### src/rtl/mem_bus_ctrl_pkg.sv
// mem_bus_pkg: shared state type and bus constants for the memory bus controller
package mem_bus_pkg;
    typedef enum logic [1:0] {VEC_LO, VEC_HI, IDLE, ACCESS} bus_state_t;
    localparam logic       RW_READ      = 1'b1;
    localparam logic       RW_WRITE     = 1'b0;
    localparam logic [7:0] TIMEOUT_DATA = 8'hFF;
endpackage

### src/rtl/mem_bus_ctrl_if.sv
// mem_bus_ctrl_if: datapath request/response, reset vector and memory bus signals
interface mem_bus_ctrl_if;
    logic        req_valid;
    logic        req_ready;
    logic        req_write;
    logic [15:0] req_addr;
    logic [7:0]  req_wdata;
    logic        rsp_valid;
    logic [7:0]  rsp_rdata;
    logic        bus_err;
    logic        vec_valid;
    logic [15:0] vec_pc;
    logic [15:0] mem_addr;
    logic [7:0]  mem_wdata;
    logic        mem_rw;
    logic [7:0]  mem_rdata;
    logic        mem_ready;
    modport slave (
        input  req_valid, req_write, req_addr, req_wdata, mem_rdata, mem_ready,
        output req_ready, rsp_valid, rsp_rdata, bus_err, vec_valid, vec_pc,
               mem_addr, mem_wdata, mem_rw
    );
    modport master (
        output req_valid, req_write, req_addr, req_wdata, mem_rdata, mem_ready,
        input  req_ready, rsp_valid, rsp_rdata, bus_err, vec_valid, vec_pc,
               mem_addr, mem_wdata, mem_rw
    );
endinterface

### src/rtl/mem_bus_ctrl_wait_timer.sv
// wait_timer: saturating stall counter that flags the cycle an access must give up
module wait_timer #(
    parameter logic [7:0] WAIT_MAX = 8'd15
) (
    input  logic ph1,
    input  logic reset,
    input  logic i_clr,
    input  logic i_inc,
    output logic o_expire
);
    logic [7:0] r_cnt;
    // clear on every state entry, count stalled cycles, stick at all-ones
    always_ff @(posedge ph1 or negedge reset) begin
        if (!reset) r_cnt <= '0;
        else if (i_clr) r_cnt <= '0;
        else if (i_inc && r_cnt != 8'hFF) r_cnt <= r_cnt + 8'd1;
    end
    // another stalled cycle would bring the count to WAIT_MAX
    assign o_expire = ({1'b0, r_cnt} + 9'd1) >= {1'b0, WAIT_MAX};
endmodule

### src/rtl/mem_bus_ctrl.sv
// mem_bus_ctrl: reset-vector fetch, then one read/write at a time with wait states and timeout
module mem_bus_ctrl
    import mem_bus_pkg::*;
#(
    parameter logic [15:0] RESET_VECTOR = 16'hFFFC,
    parameter logic [7:0]  WAIT_MAX     = 8'd15
) (
    input  logic          ph1,
    input  logic          reset,
    mem_bus_ctrl_if.slave bus
);
    localparam logic [15:0] VEC_HI_ADDR = RESET_VECTOR + 16'd1;
    bus_state_t  r_state, w_next;
    logic [15:0] r_addr, r_vec;
    logic [7:0]  r_wdata, r_rdata, w_byte;
    logic        r_write, r_rsp_valid, r_bus_err, r_vec_valid;
    logic        w_busy, w_fin, w_tout, w_step, w_expire;

    wait_timer #(.WAIT_MAX(WAIT_MAX)) u_timer (
        .ph1      (ph1),
        .reset    (reset),
        .i_clr    (w_next != r_state),
        .i_inc    (w_busy && !bus.mem_ready),
        .o_expire (w_expire)
    );

    // state register
    always_ff @(posedge ph1 or negedge reset) begin
        if (!reset) r_state <= VEC_LO;
        else r_state <= w_next;
    end

    // completion/timeout detection and next state; vector bytes share the access path
    always_comb begin
        w_busy = r_state != IDLE;
        w_fin  = w_busy && bus.mem_ready;
        w_tout = w_busy && !bus.mem_ready && w_expire;
        w_step = w_fin || w_tout;
        w_byte = bus.mem_ready ? bus.mem_rdata : TIMEOUT_DATA;
        w_next = r_state;
        case (r_state)
            VEC_LO:  w_next = w_step ? VEC_HI : VEC_LO;
            VEC_HI:  w_next = w_step ? IDLE : VEC_HI;
            IDLE:    w_next = bus.req_valid ? ACCESS : IDLE;
            default: w_next = w_step ? IDLE : ACCESS;
        endcase
    end

    // request latches, vector register and response registers
    always_ff @(posedge ph1 or negedge reset) begin
        if (!reset) begin
            r_addr      <= '0;
            r_wdata     <= '0;
            r_write     <= 1'b0;
            r_vec       <= '0;
            r_rdata     <= '0;
            r_rsp_valid <= 1'b0;
            r_bus_err   <= 1'b0;
            r_vec_valid <= 1'b0;
        end else begin
            r_rsp_valid <= r_state == ACCESS && w_step;
            r_bus_err   <= r_state == ACCESS && w_tout;
            r_vec_valid <= r_state == VEC_HI && w_step;
            if (r_state == VEC_LO && w_step) r_vec[7:0] <= w_byte;
            if (r_state == VEC_HI && w_step) begin
                r_vec[15:8] <= w_byte;
                r_addr      <= VEC_HI_ADDR;
            end
            if (r_state == IDLE && bus.req_valid) begin
                r_addr  <= bus.req_addr;
                r_wdata <= bus.req_wdata;
                r_write <= bus.req_write;
            end
            if (r_state == ACCESS && w_step && !r_write) r_rdata <= w_byte;
        end
    end

    assign bus.req_ready = r_state == IDLE;
    assign bus.rsp_valid = r_rsp_valid;
    assign bus.rsp_rdata = r_rdata;
    assign bus.bus_err   = r_bus_err;
    assign bus.vec_valid = r_vec_valid;
    assign bus.vec_pc    = r_vec;
    assign bus.mem_addr  = r_state == VEC_LO ? RESET_VECTOR : r_state == VEC_HI ? VEC_HI_ADDR : r_addr;
    assign bus.mem_wdata = r_wdata;
    assign bus.mem_rw    = (r_state == ACCESS && r_write) ? RW_WRITE : RW_READ;
endmodule

### src/flat_wrapper.sv
// flat-port wrapper written by rule: the top's interface ports become plain ports
module mem_bus_ctrl_flat import mem_bus_pkg::*;
#(
    parameter logic [15:0] RESET_VECTOR = 16'hFFFC,
    parameter logic [7:0]  WAIT_MAX     = 8'd15
)
  (ph1, reset, bus_req_valid, bus_req_write, bus_req_addr, bus_req_wdata, bus_mem_rdata, bus_mem_ready, bus_req_ready, bus_rsp_valid, bus_rsp_rdata, bus_bus_err, bus_vec_valid, bus_vec_pc, bus_mem_addr, bus_mem_wdata, bus_mem_rw);
  mem_bus_ctrl_if bus_i ();
  input  logic ph1;
  input  logic reset;
  input wire logic [$bits(bus_i.req_valid)-1:0] bus_req_valid;
  input wire logic [$bits(bus_i.req_write)-1:0] bus_req_write;
  input wire logic [$bits(bus_i.req_addr)-1:0] bus_req_addr;
  input wire logic [$bits(bus_i.req_wdata)-1:0] bus_req_wdata;
  input wire logic [$bits(bus_i.mem_rdata)-1:0] bus_mem_rdata;
  input wire logic [$bits(bus_i.mem_ready)-1:0] bus_mem_ready;
  output wire logic [$bits(bus_i.req_ready)-1:0] bus_req_ready;
  output wire logic [$bits(bus_i.rsp_valid)-1:0] bus_rsp_valid;
  output wire logic [$bits(bus_i.rsp_rdata)-1:0] bus_rsp_rdata;
  output wire logic [$bits(bus_i.bus_err)-1:0] bus_bus_err;
  output wire logic [$bits(bus_i.vec_valid)-1:0] bus_vec_valid;
  output wire logic [$bits(bus_i.vec_pc)-1:0] bus_vec_pc;
  output wire logic [$bits(bus_i.mem_addr)-1:0] bus_mem_addr;
  output wire logic [$bits(bus_i.mem_wdata)-1:0] bus_mem_wdata;
  output wire logic [$bits(bus_i.mem_rw)-1:0] bus_mem_rw;
  assign bus_i.req_valid = bus_req_valid;
  assign bus_i.req_write = bus_req_write;
  assign bus_i.req_addr = bus_req_addr;
  assign bus_i.req_wdata = bus_req_wdata;
  assign bus_i.mem_rdata = bus_mem_rdata;
  assign bus_i.mem_ready = bus_mem_ready;
  assign bus_req_ready = bus_i.req_ready;
  assign bus_rsp_valid = bus_i.rsp_valid;
  assign bus_rsp_rdata = bus_i.rsp_rdata;
  assign bus_bus_err = bus_i.bus_err;
  assign bus_vec_valid = bus_i.vec_valid;
  assign bus_vec_pc = bus_i.vec_pc;
  assign bus_mem_addr = bus_i.mem_addr;
  assign bus_mem_wdata = bus_i.mem_wdata;
  assign bus_mem_rw = bus_i.mem_rw;
  mem_bus_ctrl #(.RESET_VECTOR(RESET_VECTOR), .WAIT_MAX(WAIT_MAX)) u_core (.ph1(ph1), .reset(reset), .bus(bus_i));
endmodule
### config.mk
export PLATFORM = sky130hd
export DESIGN_NAME = mem_bus_ctrl_flat
export DESIGN_NICKNAME = d
export VERILOG_FILES = /design/src/rtl/mem_bus_ctrl_pkg.sv /design/src/rtl/mem_bus_ctrl_if.sv /design/src/rtl/mem_bus_ctrl_wait_timer.sv /design/src/rtl/mem_bus_ctrl.sv /design/src/flat_wrapper.sv
export SDC_FILE = /design/constraint.sdc
export NUM_CORES = 1
export LEC_CHECK = 0
export BUFFER_PORTS_ARGS = -buffer_cell sky130_fd_sc_hd__clkbuf_2
export CAP_MARGIN = 20
export CORE_MARGIN = 5
export CORE_UTILIZATION = 23
export DETAILED_ROUTE_END_ITERATION = 8
export HOLD_SLACK_MARGIN = 0.08
export PLACE_DENSITY = 0.48
export SYNTH_ARGS = -nofsm -noshare
export SYNTH_HDL_FRONTEND = slang
export SYNTH_SLANG_ARGS = --single-unit
### constraint.sdc
create_clock -name ph1 -period 4.7 [get_ports ph1]
set_input_delay 0.94 -clock ph1 [delete_from_list [all_inputs] [get_ports ph1]]
set_output_delay 0.94 -clock ph1 [all_outputs]
set_load 0.01 [all_outputs]
# Word-level counts from Yosys, hierarchy flattened
# Index checks and enable logic that the tools add are counted.
[word_totals] reg_bits=62 elab_cells=50
[classes] addsub=2 n_lt_le_gt_ge=1 eq_ne=6 mux=13 n_reduce_logical=17
[op_table] cell="$mux 16" n=4
[op_table] cell="$mux 8" n=3
[op_table] cell="$logic_and 1x1->1" n=11
[op_table] cell="$add 8x1->9 const B" n=1
[op_table] cell="$ge 9x4->1 const B" n=1
[op_table] cell="$add 8x1->8 const B" n=1
[op_table] cell="$ne 8x8->1 const B" n=1
[op_table] cell="$pmux 2 s3" n=1
[op_table] cell="$eq 2x2->1 const B" n=2
[op_table] cell="$mux 1" n=4
[op_table] cell="$reduce_bool 2->1" n=2
[op_table] cell="$eq 2x1->1 const B" n=1
[op_table] cell="$logic_not 1->1" n=2
[op_table] cell="$logic_not 2->1" n=1
[op_table] cell="$mux 2" n=1
[op_table] cell="$ne 2x2->1" n=1
[op_table] cell="$ne 2x2->1 const B" n=1
[op_table] cell="$logic_or 1x1->1" n=1

# Logic depth before layout (Yosys ltp)
# Gate-level depths: netlist of the first run.
[logic_depth] word_depth=8 ltp_mapped=7

# By module
# From an unflattened synthesis of the first run, not the netlist that was laid out.
[unflattened] cells_unflattened=223 hier_area_um2=2768.9
[by_module_without_submodules] module="mem_bus_ctrl" instances=1 cells_per_inst=160 area_each_um2=2183.3 seq_area_each_um2=1351.3
[by_module_without_submodules] module="wait_timer" instances=1 cells_per_inst=63 area_each_um2=585.6 seq_area_each_um2=200.2

# Least setup slack after synthesis of the first run
# OpenSTA, ideal clock, no wires.
[synth_timing] kind="register to register" from="register u_core.u_timer.r_cnt[0]" to="register u_core.r_vec[10] (netlist: u_core.bus.vec_pc[10])" t_arrival_ns=1.931 slack_ns=2.648 stages_incl_launch_ff=8 n_path_buf=0 period_less_slack_ns=2.052 cell_sequence="dfrtp_1 -> ha_1 -> and3_4 -> or3_1 -> a21oi_2 -> a21o_4 -> inv_6 -> o22a_1"
[synth_via] elab_chain_cells=5
[synth_lines] item="from (decl)" line="mem_bus_ctrl_wait_timer.sv:11" text="logic [7:0] r_cnt;"
[synth_lines] item="from (signal assigned)" line="mem_bus_ctrl_wait_timer.sv:16" text="else if (i_inc && r_cnt != 8'hFF) r_cnt <= r_cnt + 8'd1;"
[synth_lines] item="$add 8x1->9" line="mem_bus_ctrl_wait_timer.sv:19" text="assign o_expire = ({1'b0, r_cnt} + 9'd1) >= {1'b0, WAIT_MAX};"
[synth_lines] item="$ge 9x4->1" line="mem_bus_ctrl_wait_timer.sv:19"
[synth_lines] item="$logic_and 1x1->1" line="mem_bus_ctrl.sv:37" text="w_tout = w_busy && !bus.mem_ready && w_expire;"
[synth_lines] item="$logic_or 1x1->1" line="mem_bus_ctrl.sv:38" text="w_step = w_fin || w_tout;"
[synth_lines] item="$logic_and 1x1->1" line="mem_bus_ctrl.sv:65" text="if (r_state == VEC_HI && w_step) begin"
[synth_lines] item="to (signal assigned)" line="mem_bus_ctrl.sv:66" text="r_vec[15:8] <= w_byte;"
[synth_lines] item="to (decl)" line="mem_bus_ctrl.sv:14" text="logic [15:0] r_addr, r_vec;"
# No other way between the ends.
# A chain may end at the register's enable or synchronous reset.

# Worst setup path in the final report of the first run
[layout_timing] from="register u_core.r_state[1]" to="output bus_req_ready"
[layout_via] elab_chain_cells=1
[layout_lines] item="from (decl)" line="mem_bus_ctrl.sv:13" text="bus_state_t r_state, w_next;"
[layout_lines] item="from (signal assigned)" line="mem_bus_ctrl.sv:30" text="else r_state <= w_next;"
[layout_lines] item="$eq 2x2->1" line="mem_bus_ctrl.sv:78" text="assign bus.req_ready = r_state == IDLE;"
[layout_lines] item="to (decl)" line="flat_wrapper.sv:17" text="output wire logic [$bits(bus_i.req_ready)-1:0] bus_req_ready;"
# No other way between the ends.

==> results of run 1 <==
==> state kept, by name, indices dropped and copies added (netlist names) <==
| signal | cells |
|---|---|
| u_core.bus.mem_wdata | 8 |
| u_core.bus.rsp_valid | 1 |
| u_core.bus.vec_pc | 16 |
| u_core.r_state | 2 |
| u_core.r_write | 1 |
| u_core.u_timer.r_cnt | 8 |
| u_core.bus.bus_err | 1 |
| u_core.bus.rsp_rdata | 8 |
| u_core.bus.vec_valid | 1 |
| u_core.r_addr | 16 |
==> cell families (layout without fill, tap and decap cells) <==
logic type      Yosys count  after routing  synth area share [%]
simple gates            131            131                  22.5
flops                    62             62                  56.0
compound gates           44             44                  14.8
buf+inv                  15            110                  2.80
xor+xnor                  8              8                  2.53
fa+ha+maj                 2              2                 0.904
mux                       1              1                 0.362
==> per-stage QoR <==
step | setup WS, ps | std cells | util [%]
final | 2040 | 505 | 31.1
after global routing | 1930 | 505 | 31.1
after CTS | 1990 | 505 | 31.1
after detailed placement | 2270 | 489 | 28.1
after global placement | 2310 | 489 | 28.1
after floorplan | 2650 | 263 | -
==> final cells by class <==
cell class,instances,share of cell area [%]
clock buffer,10,6.45
multi-input combinational,186,30.8
timing repair buffer,90,12.2
sequential,62,41.9
clock inverter,6,3.14
inverter,4,0.541
tap,147,4.97
==> placed cells by master (no fill, tap or decap), types with 2 or more instances in the layout <==
master and n:
nand3b_1 2, and2_1 2, o22a_1 24, nand2_1 71
a32oi_4 2, bufinv_16 3, nand4_1 2, xnor2_1 2
clkbuf_16 9, nand3_1 15, nand2b_1 16, a21oi_1 5
nor2_1 12, inv_1 3, clkbuf_2 88, ha_1 2
nand3_2 2, dfrtp_1 62, xor2_1 6, a211oi_1 3
a21boi_2 2, inv_6 3
==> power groups by stage <==
stage	clock, mW	sequential (mW)	combinational (mW)
2_1_floorplan	0	0.792	0.204
3_3_place_gp	0	0.757	0.453
3_5_place_dp	0	0.758	0.460
4_1_cts	0.807	0.751	0.461
5_1_grt	0.832	0.770	0.501
6_report	0.782	0.748	0.445
==> worst min-delay path by stage <==
| stage | startpoint | to | slack, ps | cells past startpoint |
|---|---|---|---|---|
| detailed placement | u_core.bus.mem_wdata[2] | u_core.bus.mem_wdata[2] | 460 | 2 |
| global placement | u_core.bus.mem_wdata[7] | u_core.bus.mem_wdata[7] | 460 | 2 |
| finish | u_core.bus.mem_wdata[0] | u_core.bus.mem_wdata[0] | 470 | 2 |
| floorplan | u_core.r_addr[15] | u_core.r_addr[15] | 450 | 2 |
| CTS | u_core.bus.mem_wdata[0] | u_core.bus.mem_wdata[0] | 480 | 2 |
| global route | u_core.r_addr[4] | u_core.r_addr[4] | 500 | 2 |
==> critical path, stage by stage (launching register included) <==
cell and delay, ps:
dfrtp_1 820, and2b_1 370, clkbuf_2 200
==> metal layers <==
layer / track usage (%) / wire length (µm)
met1: 13.5 / 3300
met5: 0 / 0
met2: 18.4 / 3600
met4: 3.44 / 36
met3: 4.48 / 503
==> run_results.csv, run 1 <==
group,metric,value,unit
setup_path,regToRegSetupSlack,2340,ps
global_routing,grt_use_total,11.2,%
clocking,cts_max_level,3,
yosys,synthDistinctLibCells,42,
die,start_util,23.2,%
status,status,"completed",
setup_path,timing.rr.end,"u_core.r_addr[1]",
yosys,postSynthAreaPerCell,10.5,µm²
clocking,clockBufferDepth,2,
power,internal_power,1.41,mW
routing,ant_nets,0,
hold_path,hp-class,"register to register",
timing,tightest_slew,948,ps
clocking,cts_root_buf,"clkbuf_16",
clocking,cts_buffers,9,
layout,drive_gt1_share,33.8,%
yosys,synthTopCellsByArea,"dfrtp_1 56%, nand2_1 9.6%, o22a_1 7.6%, nand2b_1 3.6%, nand3_1 2.7%",
routing,remaining_drc_errors,0,
routing,avgRoutedWirePerCell,14.7,µm
yosys,synth_nets,302,
yosys,post_synth_most_frequent_cells,"71 x nand2_1, 62 x dfrtp_1, 24 x o22a_1",
timing,final.setup.tns,0,ps
placement,place.gp.congestion,0.735,
setup_path,critical_path_arrival,1720,ps
layout,n_antenna_cell,0,
setup_path,cp_max_fo,25,
timing,hold_violations,0,
global_routing,grt_pass1_vias,2367,
yosys,ys_warn_count,0,
global_routing,antenna_found_initial,0,
clocking,insertion_delay,330,ps
setup_path,required,3760,ps
die,fp.dieW,120,µm
power,p_comb_share,22.5,%
layout,nNetsFinal,392,
clocking,cts_setup_buffers,0,
clocking,cts_tree,"done",
layout,regArea,1550,µm²
yosys,syn_area,2770,µm²
placement,port_buffers,89,
routing,drt-initial-drc-count,112,
timing,max_freq,376,MHz
die,core_area,11900,µm²
yosys,synth_top_area_share,56.0,%
yosys,synthFlopType,"dfrtp_1",
power,switching_share,28.5,%
yosys,synth_edf_count,0,
clocking,clk_pin_slew,60,ps
setup_path,critical_path.startpoint,"u_core.r_state[1]",
job,cap_viol_max_count,0,
routing,via_count,2184,
setup_path,reg2reg_depth,4,
yosys,synth.most_common_cell,"nand2_1",
yosys,ys_seq_area_share,56.0,%
layout,fill_cells,1278,
clocking,cts_hold_buf,0,
power,ir_drop,0.000193,V
power,p_clk_share,39.6,%
yosys,ys_ff_latch,62,
power,switchingPower,0.563,mW
setup_path,crit_type,"register to output port",
die,dieArea,14300,µm²
timing,finalSetupViolCount,0,
placement,place_area,3350,µm²
power,seq_power_share,37.9,%
layout,multi_input_area,1140,µm²
yosys,async_flop_share,100,%
clocking,clkSinkCount,62,
layout,syn_to_final_growth,33.8,%
timing,finalMaxSlewViolations,0,
timing,slew_headroom,36.8,%
timing,finalClockSkew,9.08,ps
yosys,synthCells,263,
placement,post-dp-hpwl,5200,µm
setup_path,cp-start-kind,"register",
routing,drt-total-wl,7440,µm
setup_path,cp-endpoint,"bus_req_ready",
global_routing,grt_pass1_wl,12500,µm
timing,rsz0062_at_grt,"false",
setup_path,cp-end-kind,"output port",
die,die_h,120,µm
die,ios,90,
power,p_per_area,533,nW/µm²
die,rows,40,
timing,hold_ws,475,ps
routing,dr.pass1.iters,4,
global_routing,gr-total-overflow,0,
clocking,cts_resized,0,
setup_path,r2r_start,"u_core.r_state[1]",
timing,fin_crit_sh,56.5,%
timing,period_needed,2660,ps
global_routing,grt_max_degree,35,
yosys,yosysTopAreaCell,"dfrtp_1",
layout,final_cell_area,3700,µm²
power,power.leakage,1.84,nW
power,fin_total_pwr,1.98,mW
routing,avgViaCountPerCell,4.32,
No activity file was read; power rests on OpenSTA's default activity.
==> inputs of run 2 (changes only) <==
==> constraint.sdc (replaced) <==
create_clock -name ph1 -period 2.6 [get_ports ph1]
set_input_delay 0.52 -clock ph1 [delete_from_list [all_inputs] [get_ports ph1]]
set_output_delay 0.52 -clock ph1 [all_outputs]
set_load 0.01 [all_outputs]
==> run 2 against run 1 <==
Non-clock buffer count is 4 higher. Largest cell class unchanged. First-iteration DRC count is 14% higher. Combinational power is 81% higher. Count of clock-buffer cells in the layout is 1 lower. Highest routed layer unchanged. Hold slack worse by 290 ps.
==> run_results.csv, run 2 (synthesis gave the netlist of run 1 again) <==
group,metric,value,unit
hold_path,hp-class,"primary input to asynchronous set/reset pin",
die,start_util,23.2,%
routing,via_count,2232,
die,core_area,11900,µm²
timing,hold_violations,0,
routing,avgViaCountPerCell,4.39,
power,power.leakage,1.84,nW
setup_path,required,2810,ps
routing,dr.pass1.iters,4,
setup_path,cp-end-kind,"register",
layout,n_antenna_cell,0,
power,p_per_area,933,nW/µm²
routing,remaining_drc_errors,0,
clocking,cts_buffers,9,
clocking,cts_root_buf,"clkbuf_16",
clocking,cts_hold_buf,0,
layout,syn_to_final_growth,34.1,%
timing,tightest_slew,564,ps
clocking,cts_tree,"done",
global_routing,grt_max_degree,41,
routing,drt-total-wl,7290,µm
placement,post-dp-hpwl,5210,µm
power,fin_total_pwr,3.47,mW
setup_path,critical_path_arrival,2330,ps
global_routing,grt_pass1_vias,2395,
setup_path,r2r_start,"u_core.u_timer.r_cnt[0]",
die,fp.dieW,120,µm
timing,period_needed,2120,ps
timing,slew_headroom,62.4,%
clocking,insertion_delay,330,ps
clocking,clkSinkCount,62,
placement,place.gp.congestion,0.788,
die,ios,90,
setup_path,cp_max_fo,16,
setup_path,critical_path.startpoint,"u_core.u_timer.r_cnt[0]",
routing,ant_nets,0,
die,dieArea,14300,µm²
die,rows,40,
timing,final.setup.tns,0,ps
global_routing,grt_pass1_wl,12500,µm
job,cap_viol_max_count,0,
layout,final_cell_mix,"88 x clkbuf_2, 71 x nand2_1, 62 x dfrtp_1",
timing,fin_crit_sh,81.6,%
setup_path,cp-start-kind,"register",
routing,drt-initial-drc-count,128,
die,die_h,120,µm
timing,hold_ws,182,ps
clocking,cts_setup_buffers,0,
global_routing,grt_use_total,10.9,%
timing,rsz0062_at_grt,"false",
layout,drive_gt1_share,34.5,%
status,status,"completed",
layout,nNetsFinal,396,
clocking,cts_max_level,3,
global_routing,gr-total-overflow,0,
global_routing,antenna_found_initial,0,
clocking,cts_resized,0,
clocking,clockBufferDepth,2,
routing,avgRoutedWirePerCell,14.3,µm
timing,max_freq,472,MHz
timing,finalSetupViolCount,0,
timing,finalClockSkew,7.85,ps
timing,finalMaxSlewViolations,0,
power,ir_drop,0.000359,V
placement,port_buffers,89,
layout,final_common_cell,"clkbuf_2",
clocking,clk_pin_slew,60,ps
setup_path,crit_type,"register to register",
run 2: metal layers:
| metal | vias to the layer above | global-route usage (%) | wire length (µm) |
|---|---|---|---|
| met5 | - | 0 | 0 |
| met4 | 0 | 2.79 | 78 |
| met3 | 7 | 4.10 | 468 |
| li1 | 1090 | - | - |
| met1 | 1067 | 14.2 | 3440 |
| met2 | 68 | 17.1 | 3310 |
run 2: area by class of cell:
type / count / area [µm²]
fill: 1243 / 8200
sequential: 62 / 1550
multi-input combinational: 186 / 1140
timing repair buffer: 94 / 495
clock buffer: 9 / 225
tap: 147 / 184
clock inverter: 7 / 97.6
inverter: 4 / 20.0
run 2: metrics by stage:
step / std cells / worst slack [ps] / instance area (µm²) / util (%)
2_1_floorplan: 263 / 548 / 2770 / -
3_3_place_gp: 493 / 497 / 3390 / 28.5
3_5_place_dp: 493 / 468 / 3390 / 28.5
4_1_cts: 509 / 454 / 3710 / 31.2
5_1_grt: 509 / 337 / 3710 / 31.2
6_report: 509 / 480 / 3710 / 31.2
run 2: final timing paths:
check	end	slack, ps	cells after the start
max in group asynchronous	u_core.u_timer.r_cnt[2]	1800	2
min in group ph1	u_core.bus.mem_wdata[7]	380	3
max reg2reg	u_core.bus.vec_pc[15]	480	7
max	u_core.bus.vec_pc[15]	480	7
min reg2reg	u_core.bus.mem_wdata[4]	480	2
min	u_core.bus.vec_pc[2]	180	1
run 2: worst max-delay path: stages (launching register included):
cell	delay, ps
dfrtp_1	430
ha_1	280
and3_4	210
or3_1	340
a21oi_2	180
a21o_4	270
inv_6	80
o22a_1	200
run 2: where the power goes:
part	total, mW	internal (mW)	switching, mW
clock network	1.30	0.842	0.456
registers	1.36	1.21	0.148
logic	0.807	0.378	0.429
==> inputs of run 3 (changes only) <==
--- a/config.mk
+++ b/config.mk
@@ -5,13 +5,14 @@
 export SDC_FILE = /design/constraint.sdc
 export NUM_CORES = 1
 export LEC_CHECK = 0
+export ABC_AREA = 1
 export BUFFER_PORTS_ARGS = -buffer_cell sky130_fd_sc_hd__clkbuf_2
 export CAP_MARGIN = 20
 export CORE_MARGIN = 5
 export CORE_UTILIZATION = 23
 export DETAILED_ROUTE_END_ITERATION = 8
 export HOLD_SLACK_MARGIN = 0.08
-export PLACE_DENSITY = 0.48
+export PLACE_DENSITY = 0.49
 export SYNTH_ARGS = -nofsm -noshare
 export SYNTH_HDL_FRONTEND = slang
 export SYNTH_SLANG_ARGS = --single-unit
==> constraint.sdc (replaced) <==
create_clock -name ph1 -period 1.9 [get_ports ph1]
set_input_delay 0.38 -clock ph1 [delete_from_list [all_inputs] [get_ports ph1]]
set_output_delay 0.38 -clock ph1 [all_outputs]
set_load 0.01 [all_outputs]
==> run 3 against run 2 <==
Worst setup slack worse by 430 ps. Global-route usage is 0.25 points higher. Register-to-register slack worse by 430 ps. Count of clock-buffer cells in the layout increased by 1. Total power up 26%. Fmax grew 15%. Largest cell class unchanged. Highest routed layer unchanged.
==> run_results.csv, run 3 <==
group,metric,value,unit
status,status,"completed",
yosys,ys_seq_area_share,53.6,%
yosys,async_flop_share,100,%
yosys,post_synth_most_frequent_cells,"113 x nand2_1, 62 x dfrtp_1, 28 x or2_2",
timing,final.setup.tns,0,ps
yosys,syn_area,2890,µm²
layout,n_antenna_cell,0,
yosys,ys_ff_latch,62,
setup_path,cp-end-kind,"register",
timing,rsz0062_at_grt,"true",
setup_path,reg2reg_depth,11,
routing,avgViaCountPerCell,4.12,
yosys,yosysTopAreaCell,"dfrtp_1",
timing,finalMaxSlewViolations,0,
routing,via_count,2576,
die,fp.dieW,122,µm
routing,drt-initial-drc-count,64,
global_routing,grt_use_met1,14.0,%
yosys,synth_top_area_share,53.6,%
power,ir_drop,0.000405,V
yosys,ys_warn_count,0,
layout,layout.cells.non_filler,626,
placement,port_buffers,89,
setup_path,cpPeakStageDelay,440,ps
setup_path,cp-start-kind,"register",
global_routing,gr-total-overflow,0,
global_routing,use_met3,4.41,%
timing,fin_crit_sh,97.2,%
yosys,synthFlopType,"dfrtp_1",
die,ios,90,
yosys,synth_nets,381,
job,cap_viol_max_count,0,
global_routing,antenna_found_initial,0,
die,core_area,12500,µm²
die,rows,41,
yosys,synth.most_common_cell,"nand2_1",
die,die_h,122,µm
clocking,cts_buffers,9,
layout,fill_cells,1320,
hold_path,hp-class,"primary input to register",
placement,post-dp-hpwl,5640,µm
clocking,cts_tree,"done",
setup_path,cp_max_fo,9,
timing,tightest_slew,435,ps
global_routing,gr-max-usage-layer,"met2",
setup_path,r2r_start,"u_core.u_timer.r_cnt[0]",
hold_path,whs_path_depth,3,
hold_path,worstHoldStart,"bus_req_addr[1]",
timing,finalClockSkew,7.22,ps
setup_path,regToRegSetupSlack,50,ps
placement,place.gp.congestion,0.791,
layout,syn_to_final_growth,44.3,%
clocking,insertion_delay,330,ps
die,start_util,23.2,%
global_routing,grt_pass1_wl,13000,µm
clocking,cts_root_buf,"clkbuf_16",
setup_path,crit_slowest_cell,"dfrtp_2",
setup_path,timing.rr.end,"u_core.bus.vec_pc[9]",
hold_path,min_to,"u_core.r_addr[1]",
global_routing,grt_use_total,11.1,%
yosys,synthTopCellsByArea,"dfrtp_1 54%, nand2_1 15%, or2_2 6.1%, nand3_1 4.2%, nor2_1 3.5%",
power,fin_total_pwr,4.38,mW
timing,period_needed,1850,ps
layout,drive_gt1_share,41.2,%
timing,hold_violations,0,
power,p_per_area,1050,nW/µm²
setup_path,crit_chain,"inv_2 -> ha_4 -> o21bai_1 -> nand2_1 -> nor2_2 -> nor2_2 -> nand3_4 -> nand2_8 -> clkbuf_16 -> nand2_1 -> o21ai_1",
layout,final_util,33.5,%
routing,ant_nets,0,
placement,dp_cells,600,
layout,final_common_cell,"nand2_1",
yosys,synth_edf_count,0,
global_routing,use_met2,17.5,%
yosys,synthCells,342,
routing,drt-total-wl,8180,µm
die,dieArea,14900,µm²
layout,nNetsFinal,488,
global_routing,grt_pass1_vias,2658,
layout,final_cell_mix,"104 x nand2_1, 88 x clkbuf_2, 60 x dfrtp_1",
clocking,clk_pin_slew,60,ps
routing,remaining_drc_errors,0,
global_routing,grt_max_degree,63,
yosys,synthDistinctLibCells,29,
timing,finalSetupViolCount,0,
clocking,clockBufferDepth,2,
setup_path,critical_path_arrival,2050,ps
power,power.leakage,2.14,nW
timing,slew_headroom,70.9,%
setup_path,crit_type,"register to register",
routing,avgRoutedWirePerCell,13.1,µm
clocking,cts_max_level,3,
clocking,clkSinkCount,62,
routing,dr.pass1.iters,4,
timing,max_freq,541,MHz
yosys,postSynthAreaPerCell,8.46,µm²
setup_path,required,2100,ps
[run 3: cell types whose count changed in the layout (fill, tap and decap cells not counted), moves of 5 or more]
cell,before,now
or2_2,0,28
inv_1,3,23
nand2_2,0,8
nand2_1,71,104
o21ai_1,0,5
nand2b_1,16,0
o22a_1,24,0
o21ai_0,1,10
nor2_1,12,25
buf_4,4,11
nand4_1,2,8
[run 3: through the flow]
| stage | setup WS [ps] | area (µm²) | hold slack [ps] |
|---|---|---|---|
| final | 52.4 | 4180 | 249 |
| after detailed placement | -21.0 | 3580 | 429 |
| after CTS | 2.22 | 3930 | 240 |
| after floorplan | 200 | 2890 | 84.4 |
| after global routing | -54.7 | 4180 | 251 |
| after global placement | 67.2 | 3580 | 430 |
[run 3: power breakdown]
group / switching (mW) / total (mW) / internal [mW]
combinational: 0.516 / 0.913 / 0.397
clock: 0.620 / 1.81 / 1.19
sequential: 0.129 / 1.66 / 1.53
[run 3: what timing repair did]
| action | in CTS | in global routing |
|---|---|---|
| buffers inserted | 1 | 5 |
| hold buffers | 1 | 0 |
| hold endpoints to repair | 1 | 0 |
| cloned | 0 | 3 |
| setup endpoints to repair | 19 | 52 |
| pin swaps | 0 | 3 |
| resized for setup | 0 | 41 |
[run 3: cell type report]
cell class / count / area, µm² / share of cell area, %
clock buffer: 10 / 239 / 5.72
clock inverter: 6 / 93.8 / 2.25
inverter: 27 / 101 / 2.43
multi-input combinational: 240 / 1290 / 30.9
sequential: 62 / 1550 / 37.2
tap: 172 / 215 / 5.15
timing repair buffer: 109 / 682 / 16.3
[run 3: cells by family after synthesis]
| family | after synthesis | synth area share (%) |
|---|---|---|
| AND/OR/NAND/NOR | 210 | 33.3 |
| flip-flops | 62 | 53.6 |
| buffers and inverters | 40 | 6.40 |
| AO/OA/AOI/OAI | 24 | 4.50 |
| XOR/XNOR | 3 | 0.908 |
| adder cells (fa/ha/maj) | 2 | 0.865 |
| multiplexers | 1 | 0.389 |
[run 3: how the worst max path moves through the flow]
stage / startpoint / to / slack, ps / cells past startpoint
floorplan: u_core.u_timer.r_cnt[1] / u_core.r_addr[10] / 200 / 13
global placement: u_core.u_timer.r_cnt[1] / u_core.r_addr[3] / 70 / 12
detailed placement: u_core.u_timer.r_cnt[1] / u_core.r_addr[3] / -20 / 12
CTS: u_core.u_timer.r_cnt[0] / u_core.bus.rsp_rdata[1] / 2 / 10
global route: u_core.u_timer.r_cnt[1] / u_core.r_addr[8] / -50 / 12
finish: u_core.u_timer.r_cnt[0] / u_core.bus.vec_pc[9] / 50 / 11
[run 3: routing by layer]
layer,vias up,share of wire [%]
li1,1287,-
met3,9,6.4
met2,65,45
met4,0,1.3
met1,1215,47
met5,-,0
[run 3: critical path: cells and delay by family (launching register included)]
family / cells / cell delay, ps
AO/OA/AOI/OAI: 2 / 190
flip-flops: 1 / 440
buffers and inverters: 2 / 310
AND/OR/NAND/NOR: 6 / 570
adder cells (fa/ha/maj): 1 / 200
